==> src/rtl/bell_queue_if.sv <==
// Bell queue signal bundle: character stream in, bell handshake and status out.
// Latency: none, wires only.
// Backpressure: none; the character strobe is never stalled, and excess BELs set a sticky overflow flag.
interface bell_queue_if;
  // Character stream and controls
  logic       char_valid_i;
  logic [7:0] char_i;
  logic       enable_i;
  logic       clear_i;
  // Downstream bell tone generator status (1 = idle)
  logic       bell_done_i;
  // Outputs of the queue
  logic       bell_trigger_o;
  logic [3:0] pending_o;
  logic       busy_o;
  logic       overflow_o;

  // Seen from the bell queue itself
  modport slave (
    input  char_valid_i,
    input  char_i,
    input  enable_i,
    input  clear_i,
    input  bell_done_i,
    output bell_trigger_o,
    output pending_o,
    output busy_o,
    output overflow_o
  );

  // Seen from whatever drives the character stream and bell status
  modport master (
    output char_valid_i,
    output char_i,
    output enable_i,
    output clear_i,
    output bell_done_i,
    input  bell_trigger_o,
    input  pending_o,
    input  busy_o,
    input  overflow_o
  );
endinterface

==> src/rtl/bell_queue.sv <==
// Counts BEL characters and replays each one as a fixed-width trigger pulse, enforcing a silent gap between bells.
// Latency: the trigger rises on the first TRIG cycle, one clock after the dequeue edge, and two clocks after a BEL into an empty idle queue.
// Backpressure: none upstream; BELs beyond MAX_PENDING are dropped and set overflow_o until it is cleared.
module bell_queue #(
  parameter int MAX_PENDING    = 15,
  parameter int TRIGGER_CYCLES = 4,
  parameter int GAP_CYCLES     = 2500000,
  parameter int ACK_TIMEOUT    = 16
) (
  input logic          clk_50_i,
  input logic          reset_n_i,
  bell_queue_if.slave  bus
);

  typedef enum logic [2:0] {
    IDLE      = 3'd0,
    TRIG      = 3'd1,
    WAIT_BUSY = 3'd2,
    WAIT_DONE = 3'd3,
    GAP       = 3'd4
  } state_t;

  // Terminal counts. One shared 22-bit counter serves the TRIG, WAIT_BUSY and GAP
  // phases because they never overlap; it is zeroed on every state change.
  localparam logic [21:0] TRIG_LAST = 22'(TRIGGER_CYCLES - 1);
  localparam logic [21:0] ACK_LAST  = 22'(ACK_TIMEOUT - 1);
  localparam logic [21:0] GAP_LAST  = 22'(GAP_CYCLES - 1);
  localparam logic [3:0]  MAX_P     = 4'(MAX_PENDING);

  state_t      state_q, state_d;
  logic [21:0] cnt_q, cnt_d;
  logic [3:0]  pending_q, pending_d;
  logic        overflow_q, overflow_d;
  logic        trigger_q, trigger_d;
  logic        busy_q, busy_d;

  logic        bel_hit;
  logic        deq;
  logic        saturated;

  // Bit 7 of the character is deliberately ignored so Apple II high-bit BELs count.
  logic        unused_char_bit7;
  assign unused_char_bit7 = bus.char_i[7];

  // BEL detection and dequeue request; both are suppressed while the feature is disabled.
  always_comb begin
    bel_hit   = bus.char_valid_i && (bus.char_i[6:0] == 7'h07) && bus.enable_i;
    deq       = (state_q == IDLE) && (pending_q != 4'd0) && bus.bell_done_i && bus.enable_i;
    saturated = bel_hit && !deq && (pending_q == MAX_P);
  end

  // Pending count and sticky overflow; a BEL that coincides with a dequeue is a net no-op.
  always_comb begin
    pending_d  = pending_q;
    overflow_d = overflow_q;
    if (!bus.enable_i) begin
      pending_d = 4'd0;
    end else if (bel_hit && !deq) begin
      if (!saturated) begin
        pending_d = pending_q + 4'd1;
      end
    end else if (deq && !bel_hit) begin
      pending_d = pending_q - 4'd1;
    end
    // A saturating BEL wins over a simultaneous clear.
    if (saturated) begin
      overflow_d = 1'b1;
    end else if (bus.clear_i) begin
      overflow_d = 1'b0;
    end
  end

  // Bell sequencer: trigger, wait for the bell to go busy, wait for it to finish, then hold off.
  always_comb begin
    state_d = state_q;
    cnt_d   = cnt_q;
    unique case (state_q)
      IDLE: begin
        if (deq) begin
          state_d = TRIG;
          cnt_d   = 22'd0;
        end
      end
      TRIG: begin
        if (cnt_q == TRIG_LAST) begin
          state_d = WAIT_BUSY;
          cnt_d   = 22'd0;
        end else begin
          cnt_d = cnt_q + 22'd1;
        end
      end
      WAIT_BUSY: begin
        // A bell that never answers is given up on; its request is not requeued.
        if (!bus.bell_done_i) begin
          state_d = WAIT_DONE;
          cnt_d   = 22'd0;
        end else if (cnt_q == ACK_LAST) begin
          state_d = GAP;
          cnt_d   = 22'd0;
        end else begin
          cnt_d = cnt_q + 22'd1;
        end
      end
      WAIT_DONE: begin
        if (bus.bell_done_i) begin
          state_d = GAP;
          cnt_d   = 22'd0;
        end
      end
      GAP: begin
        if (cnt_q == GAP_LAST) begin
          state_d = IDLE;
          cnt_d   = 22'd0;
        end else begin
          cnt_d = cnt_q + 22'd1;
        end
      end
      default: begin
        state_d = IDLE;
        cnt_d   = 22'd0;
      end
    endcase
  end

  // Outputs are decoded from the next state so the registered copies line up with state_q.
  always_comb begin
    trigger_d = (state_d == TRIG);
    busy_d    = (state_d != IDLE);
  end

  // State registers; reset forces everything idle immediately, including a trigger mid-pulse.
  always_ff @(posedge clk_50_i or negedge reset_n_i) begin
    if (!reset_n_i) begin
      state_q    <= IDLE;
      cnt_q      <= 22'd0;
      pending_q  <= 4'd0;
      overflow_q <= 1'b0;
      trigger_q  <= 1'b0;
      busy_q     <= 1'b0;
    end else begin
      state_q    <= state_d;
      cnt_q      <= cnt_d;
      pending_q  <= pending_d;
      overflow_q <= overflow_d;
      trigger_q  <= trigger_d;
      busy_q     <= busy_d;
    end
  end

  assign bus.bell_trigger_o = trigger_q;
  assign bus.pending_o      = pending_q;
  assign bus.busy_o         = busy_q;
  assign bus.overflow_o     = overflow_q;

endmodule

==> src/flat_wrapper.sv <==
// flat-port wrapper written by rule: the top's interface ports become plain ports
module bell_queue_flat 
#(
  parameter int MAX_PENDING    = 15,
  parameter int TRIGGER_CYCLES = 4,
  parameter int GAP_CYCLES     = 2500000,
  parameter int ACK_TIMEOUT    = 16
)
  (clk_50_i, reset_n_i, bus_char_valid_i, bus_char_i, bus_enable_i, bus_clear_i, bus_bell_done_i, bus_bell_trigger_o, bus_pending_o, bus_busy_o, bus_overflow_o);
  bell_queue_if bus_i ();
  input logic clk_50_i;
  input logic reset_n_i;
  input wire logic [$bits(bus_i.char_valid_i)-1:0] bus_char_valid_i;
  input wire logic [$bits(bus_i.char_i)-1:0] bus_char_i;
  input wire logic [$bits(bus_i.enable_i)-1:0] bus_enable_i;
  input wire logic [$bits(bus_i.clear_i)-1:0] bus_clear_i;
  input wire logic [$bits(bus_i.bell_done_i)-1:0] bus_bell_done_i;
  output wire logic [$bits(bus_i.bell_trigger_o)-1:0] bus_bell_trigger_o;
  output wire logic [$bits(bus_i.pending_o)-1:0] bus_pending_o;
  output wire logic [$bits(bus_i.busy_o)-1:0] bus_busy_o;
  output wire logic [$bits(bus_i.overflow_o)-1:0] bus_overflow_o;
  assign bus_i.char_valid_i = bus_char_valid_i;
  assign bus_i.char_i = bus_char_i;
  assign bus_i.enable_i = bus_enable_i;
  assign bus_i.clear_i = bus_clear_i;
  assign bus_i.bell_done_i = bus_bell_done_i;
  assign bus_bell_trigger_o = bus_i.bell_trigger_o;
  assign bus_pending_o = bus_i.pending_o;
  assign bus_busy_o = bus_i.busy_o;
  assign bus_overflow_o = bus_i.overflow_o;
  bell_queue #(.MAX_PENDING(MAX_PENDING), .TRIGGER_CYCLES(TRIGGER_CYCLES), .GAP_CYCLES(GAP_CYCLES), .ACK_TIMEOUT(ACK_TIMEOUT)) u_core (.clk_50_i(clk_50_i), .reset_n_i(reset_n_i), .bus(bus_i));
endmodule
==> config.mk <==
export PLATFORM = sky130hd
export DESIGN_NAME = bell_queue_flat
export DESIGN_NICKNAME = d
export VERILOG_FILES = /design/src/rtl/bell_queue_if.sv /design/src/rtl/bell_queue.sv /design/src/flat_wrapper.sv
export SDC_FILE = /design/constraint.sdc
export NUM_CORES = 1
export LEC_CHECK = 0
export ABC_AREA = 1
export CORE_ASPECT_RATIO = 0.8
export CORE_UTILIZATION = 45
export DETAILED_ROUTE_END_ITERATION = 10
export GPL_ROUTABILITY_DRIVEN = 0
export GPL_TIMING_DRIVEN = 0
export PLACE_DENSITY = 0.66
export SLEW_MARGIN = 25
export SYNTH_ARGS = -nofsm -noshare
export SYNTH_HDL_FRONTEND = slang
export SYNTH_SLANG_ARGS = --single-unit
==> constraint.sdc <==
create_clock -name clk_50_i -period 2.7 [get_ports clk_50_i]
set_input_delay 0.405 -clock clk_50_i [delete_from_list [all_inputs] [get_ports clk_50_i]]
set_output_delay 0.405 -clock clk_50_i [all_outputs]
set_load 0.02 [all_outputs]
### Word-level counts from Yosys, hierarchy flattened

Index checks and enable logic that the tools add are counted.

| operators by class | value |
|---|---|
| add/subtract/negate cells | 3 |
| equal/unequal tests | 14 |
| mux-type cells | 20 |
| reduce and logical (&&, ||, !) cells | 16 |

Operators by type and width:

| operator | count |
|---|---|
| $mux W22 | 6 |
| $pmux W22 S5 | 1 |
| $add A22 B1 Y22 const B | 1 |
| $eq A22 B2 Y1 const B | 1 |
| $eq A22 B22 Y1 const B | 1 |
| $eq A22 B4 Y1 const B | 1 |
| $mux W3 | 6 |
| $mux W4 | 4 |
| $pmux W3 S5 | 1 |
| $logic_and A1 B1 Y1 | 8 |
| $eq A7 B3 Y1 const B | 1 |
| $eq A3 B1 Y1 const B | 2 |
| $eq A3 B2 Y1 const B | 2 |
| $add A4 B1 Y4 const B | 1 |
| $eq A4 B4 Y1 const B | 1 |
| $reduce_and A2 Y1 | 2 |
| $reduce_bool A4 Y1 | 1 |
| $sub A4 B1 Y4 const B | 1 |
| $eq A3 B3 Y1 const B | 1 |
| $logic_not A3 Y1 | 1 |
| $ne A3 B1 Y1 const B | 1 |
| $ne A3 B3 Y1 const B | 1 |
| $reduce_bool A3 Y1 | 1 |
| $logic_not A1 Y1 | 2 |
| other kinds (4) | 5 |

| word-level totals | value |
|---|---|
| bits in registers | 32 |
| output and inout port bits | 7 |
| logic and storage cells | 59 |

### Longest topological paths before layout

| logic depth | value |
|---|---|
| depth in word-level cells | 10 |
| mapped depth | 13 |

### Worst setup path after synthesis

No wires, ideal clock.

| timing | value |
|---|---|
| path type | register -> register |
| start point | register u_core.pending_q[3] (netlist: u_core.bus.pending_o[3]) |
| end point | register u_core.pending_q[3] (netlist: u_core.bus.pending_o[3]) |
| library setup time | 83 ps |
| arrival time | 1741 ps |
| required time | 2617 ps |
| path slack | 876 ps |
| stages on the path, launching flop included | 13 |
| buffers on the path | 0 |
| cell sequence | dfrtp_1 > nor2_1 > nand2_1 > nand3_1 > nand2_1 > ha_1 > nand2_1 > nand2_1 > a31oi_1 > inv_1 > nand2_1 > nand2_1 > o21ai_0 |

| on the way | value |
|---|---|
| word-level cells in the longest chain between the ends | 9 |

Ends and longest elaborated chain:

| item | RTL line | RTL |
|---|---|---|
| from (decl) | bell_queue.sv:32 | `logic [3:0] pending_q, pending_d;` |
| from (signal assigned) | bell_queue.sv:143 | `pending_q <= pending_d;` |
| $reduce_bool A4 Y1 | bell_queue.sv:48 | `deq = (state_q == IDLE) && (pending_q != 4'd0) && bus.bell_done_i && bus.enable_i;` |
| $logic_and A1 B1 Y1 (3 in series) | bell_queue.sv:48 |  |
| $logic_not A1 Y1 | bell_queue.sv:49, bell_queue.sv:58 |  |
| $logic_and A1 B1 Y1 | bell_queue.sv:49, bell_queue.sv:58 |  |
| $logic_and A1 B1 Y1 | bell_queue.sv:49 | `saturated = bel_hit && !deq && (pending_q == MAX_P);` |
| $ne A3 B3 Y1 (no source line) | - |  |
| $reduce_and A2 Y1 (no source line) | - |  |

Parallel ways exist; a longest one is shown, timed or not. The select of a mux whose other input is x is not followed.
A chain may end at the register's enable or synchronous reset.

### Worst setup path after layout

| timing | value |
|---|---|
| start point | input port bus_enable_i |
| end point | register u_core.pending_q[3] (netlist: u_core.bus.pending_o[3]) |

| on the way | value |
|---|---|
| word-level cells in the longest chain between the ends | 6 |

Ends and longest elaborated chain:

| item | RTL line | RTL |
|---|---|---|
| from (decl) | flat_wrapper.sv:15 | `input wire logic [$bits(bus_i.enable_i)-1:0] bus_enable_i;` |
| $logic_and A1 B1 Y1 | bell_queue.sv:48 |  |
| $logic_not A1 Y1 | bell_queue.sv:49, bell_queue.sv:58 |  |
| $logic_and A1 B1 Y1 | bell_queue.sv:49, bell_queue.sv:58 |  |
| $logic_and A1 B1 Y1 | bell_queue.sv:49 |  |
| $ne A3 B3 Y1 (no source line) | - |  |
| $reduce_and A2 Y1 (no source line) | - |  |

Parallel ways exist; a longest one is shown, timed or not.

==> metrics.txt <==
outcome=finished, final reports clean; drt pass-1 iters=4; Post-synth EDFFs=0; vias per cell=5.150; Clk Latency, worst-skew pair=280 ps; first-pass GRT wire length=9149 um; Vias=2,199; final hold slack=42.66 ps; CTS tree=done; vias in the first global route=1,944; most frequent cells in the layout=82 x nand2_1, 46 x inv_1, 44 x nor2_1, 37 x nand3_1, 32 x dfrtp_1; unrepaired setup endpoints after global routing=no; Critical Path AT=2460 ps; Netlist cell types=30; VDD IR-drop max=534.2 uV; clock skew=2.267 ps; Pwr Density=778.9 nW/um^2; Max Cap Violations=0; Port Buf Inserts=18; FILL cells=499; Final period util=83.53%; final setup fails=0; Synth Register Bits=32; Nets=382; Slew @ Worst Pin=650.3 ps; I/O pins=21; Critical Path Max Stage Delay=550 ps; worst reg2reg startpoint=u_core.state_q[0]; GRT overflow=0; gr usage total=22.23%; Critical Path RT=2900 ps; Setup crit start=bus_enable_i; commonest non-fill, non-tap cell in the layout=nand2_1; Final Max Slew Viols=0; Synth Flop Type=dfrtp_1; hold_buf cts=0; Die Area=5505 um^2; mean area per synthesized cell=6.937 um^2; max_slew headroom=56.31%; Core Box Area=5007 um^2; share of cells above drive strength 1=14.52%; initial antenna violation count=0; post-synth net total=356; Layout area overhead=15.90%; Gate Count Post-Synth=338; register area share after synthesis=34.15%; Inserted Clock Buffers=5; Fmax achieved=0.4434 GHz; Worst Setup End Kind=flop; area of the mapped netlist=2345 um^2; # resized after CTS=0; Power Total=2117 uW; yosys warns=0; Final min period=2255 ps; Max FO, Critical Path=5; CTS root buf=clkbuf_8; Initial DRC Count=139; WP buf/inv=3; Final Hold Vio Count=0; Longest Clk Path Bufs=2; antenna viol nets, final=0; CP Depth=14; Die Span Y=66.57 um; chip width=82.71 um; Avg WL per Cell=12.68 um; crit-path cells=clkdlybuf4s50_1 > nand2_1 > inv_1 > nand3_1 > nor2_1 > nand2_1 > ha_1 > nand2_1 > nand2_1 > a31oi_1 > inv_1 > nand2_1 > nand2_1 > o21ai_0; Leak=0.001308 uW; Synth async-reset ratio=100.0%; r2r worst-path depth=13; ANT cells=0; largest net degree at the start of global routing=19; CP max stage cell=clkdlybuf4s50_1; Reg clk slew, reported paths=70 ps; H-Tree Level Count=2; cell mode on critical path=nand2_1; Critical Setup Path Class=in2reg; Setup Buffers After CTS=0; # clock sinks=32; Starting Density=46.83%; Detailed Place HPWL=4270 um; post-synth top area cell=dfrtp_1; Startpoint Class=primary input; Synth top area share=34.15%; Min-Delay Path Class=in2async; top post-synthesis cells by area=dfrtp_1 34%, nand2_1 13%, nand3_1 7.9%; setup TNS=0 ps; DRT Wirelength=5416 um; residual DRC count=0; Worst path top cell family by delay=buffers and inverters; Site Rows=23
==> worst paths after layout <==
kind	slack, ps	end
setup / recovery	440	u_core.bus.pending_o[3]
hold / removal	40	u_core.cnt_q[16]
setup reg to reg	580	u_core.bus.pending_o[3]
hold reg to reg	520	u_core.cnt_q[1]
max in group asynchronous	2240	u_core.cnt_q[3]
min in group clk_50_i	440	u_core.cnt_q[9]
==> report_power, final <==
| group | switching (uW) | internal (uW) |
|---|---|---|
| clock network | 179 | 203 |
| logic | 696 | 387 |
| registers | 85.3 | 566 |
==> cell type report <==
class                      instances  area [um^2]  share of cell area (%)
inverter                          52        197.7                   7.274
buffer                             4        41.29                   1.519
clock inverter                     2        10.01                  0.3683
sequential                        32        800.8                   29.47
timing repair buffer              19        202.7                   7.459
tap                               62        77.57                   2.855
multi-input combinational        250         1305                   48.02
clock buffer                       6        82.58                   3.039
==> stage by stage <==
step | setup WS [ps] | instance area, um^2 | cells | utilization [%]
after floorplan | 875.9 | 2345 | 338 | -
after global placement | 183.7 | 2603 | 418 | 51.97
after detailed placement | 163.4 | 2625 | 419 | 52.42
after CTS | 456.2 | 2718 | 427 | 54.27
after global routing | 168.1 | 2718 | 427 | 54.27
final | 444.8 | 2718 | 427 | 54.27
==> sequential cells by signal, indices dropped and copies added, names as in the netlist <==
register                   flops
u_core.bus.bell_trigger_o      1
u_core.bus.overflow_o          1
u_core.cnt_q                  22
u_core.bus.pending_o           4
u_core.state_q                 3
u_core.bus.busy_o              1
==> cell usage after synthesis (3+ instances only) <==
cell type / number
nand3_1: 37
nand2_1: 82
inv_1: 46
nor3_1: 6
ha_1: 3
nand2_2: 5
inv_2: 5
xor2_1: 8
nor2_1: 44
o21ai_0: 11
nor2_4: 3
nor2_2: 16
dfrtp_1: 32
nand4_1: 19
==> logic make-up (layout without fill, tap and decap cells) <==
group	Yosys count	count (layout)	share of synthesized area, %
adder cells (fa/ha/maj)	4	4	2.455
AO/OA/AOI/OAI	17	17	4.589
buffers and inverters	56	83	10.19
XOR/XNOR	10	10	3.736
flip-flops	32	32	34.15
AND/OR/NAND/NOR	219	219	44.88
==> layer usage <==
| metal | vias up | track usage (%) | part of all wire (%) |
|---|---|---|---|
| met5 | - | 0 | 0 |
| met4 | 0 | 5.172 | 0.54 |
| met3 | 5 | 5.068 | 4.9 |
| met2 | 50 | 31.66 | 42 |
| met1 | 1016 | 33.39 | 53 |
| li1 | 1128 | - | - |
(Power assumes the default switching activity.)
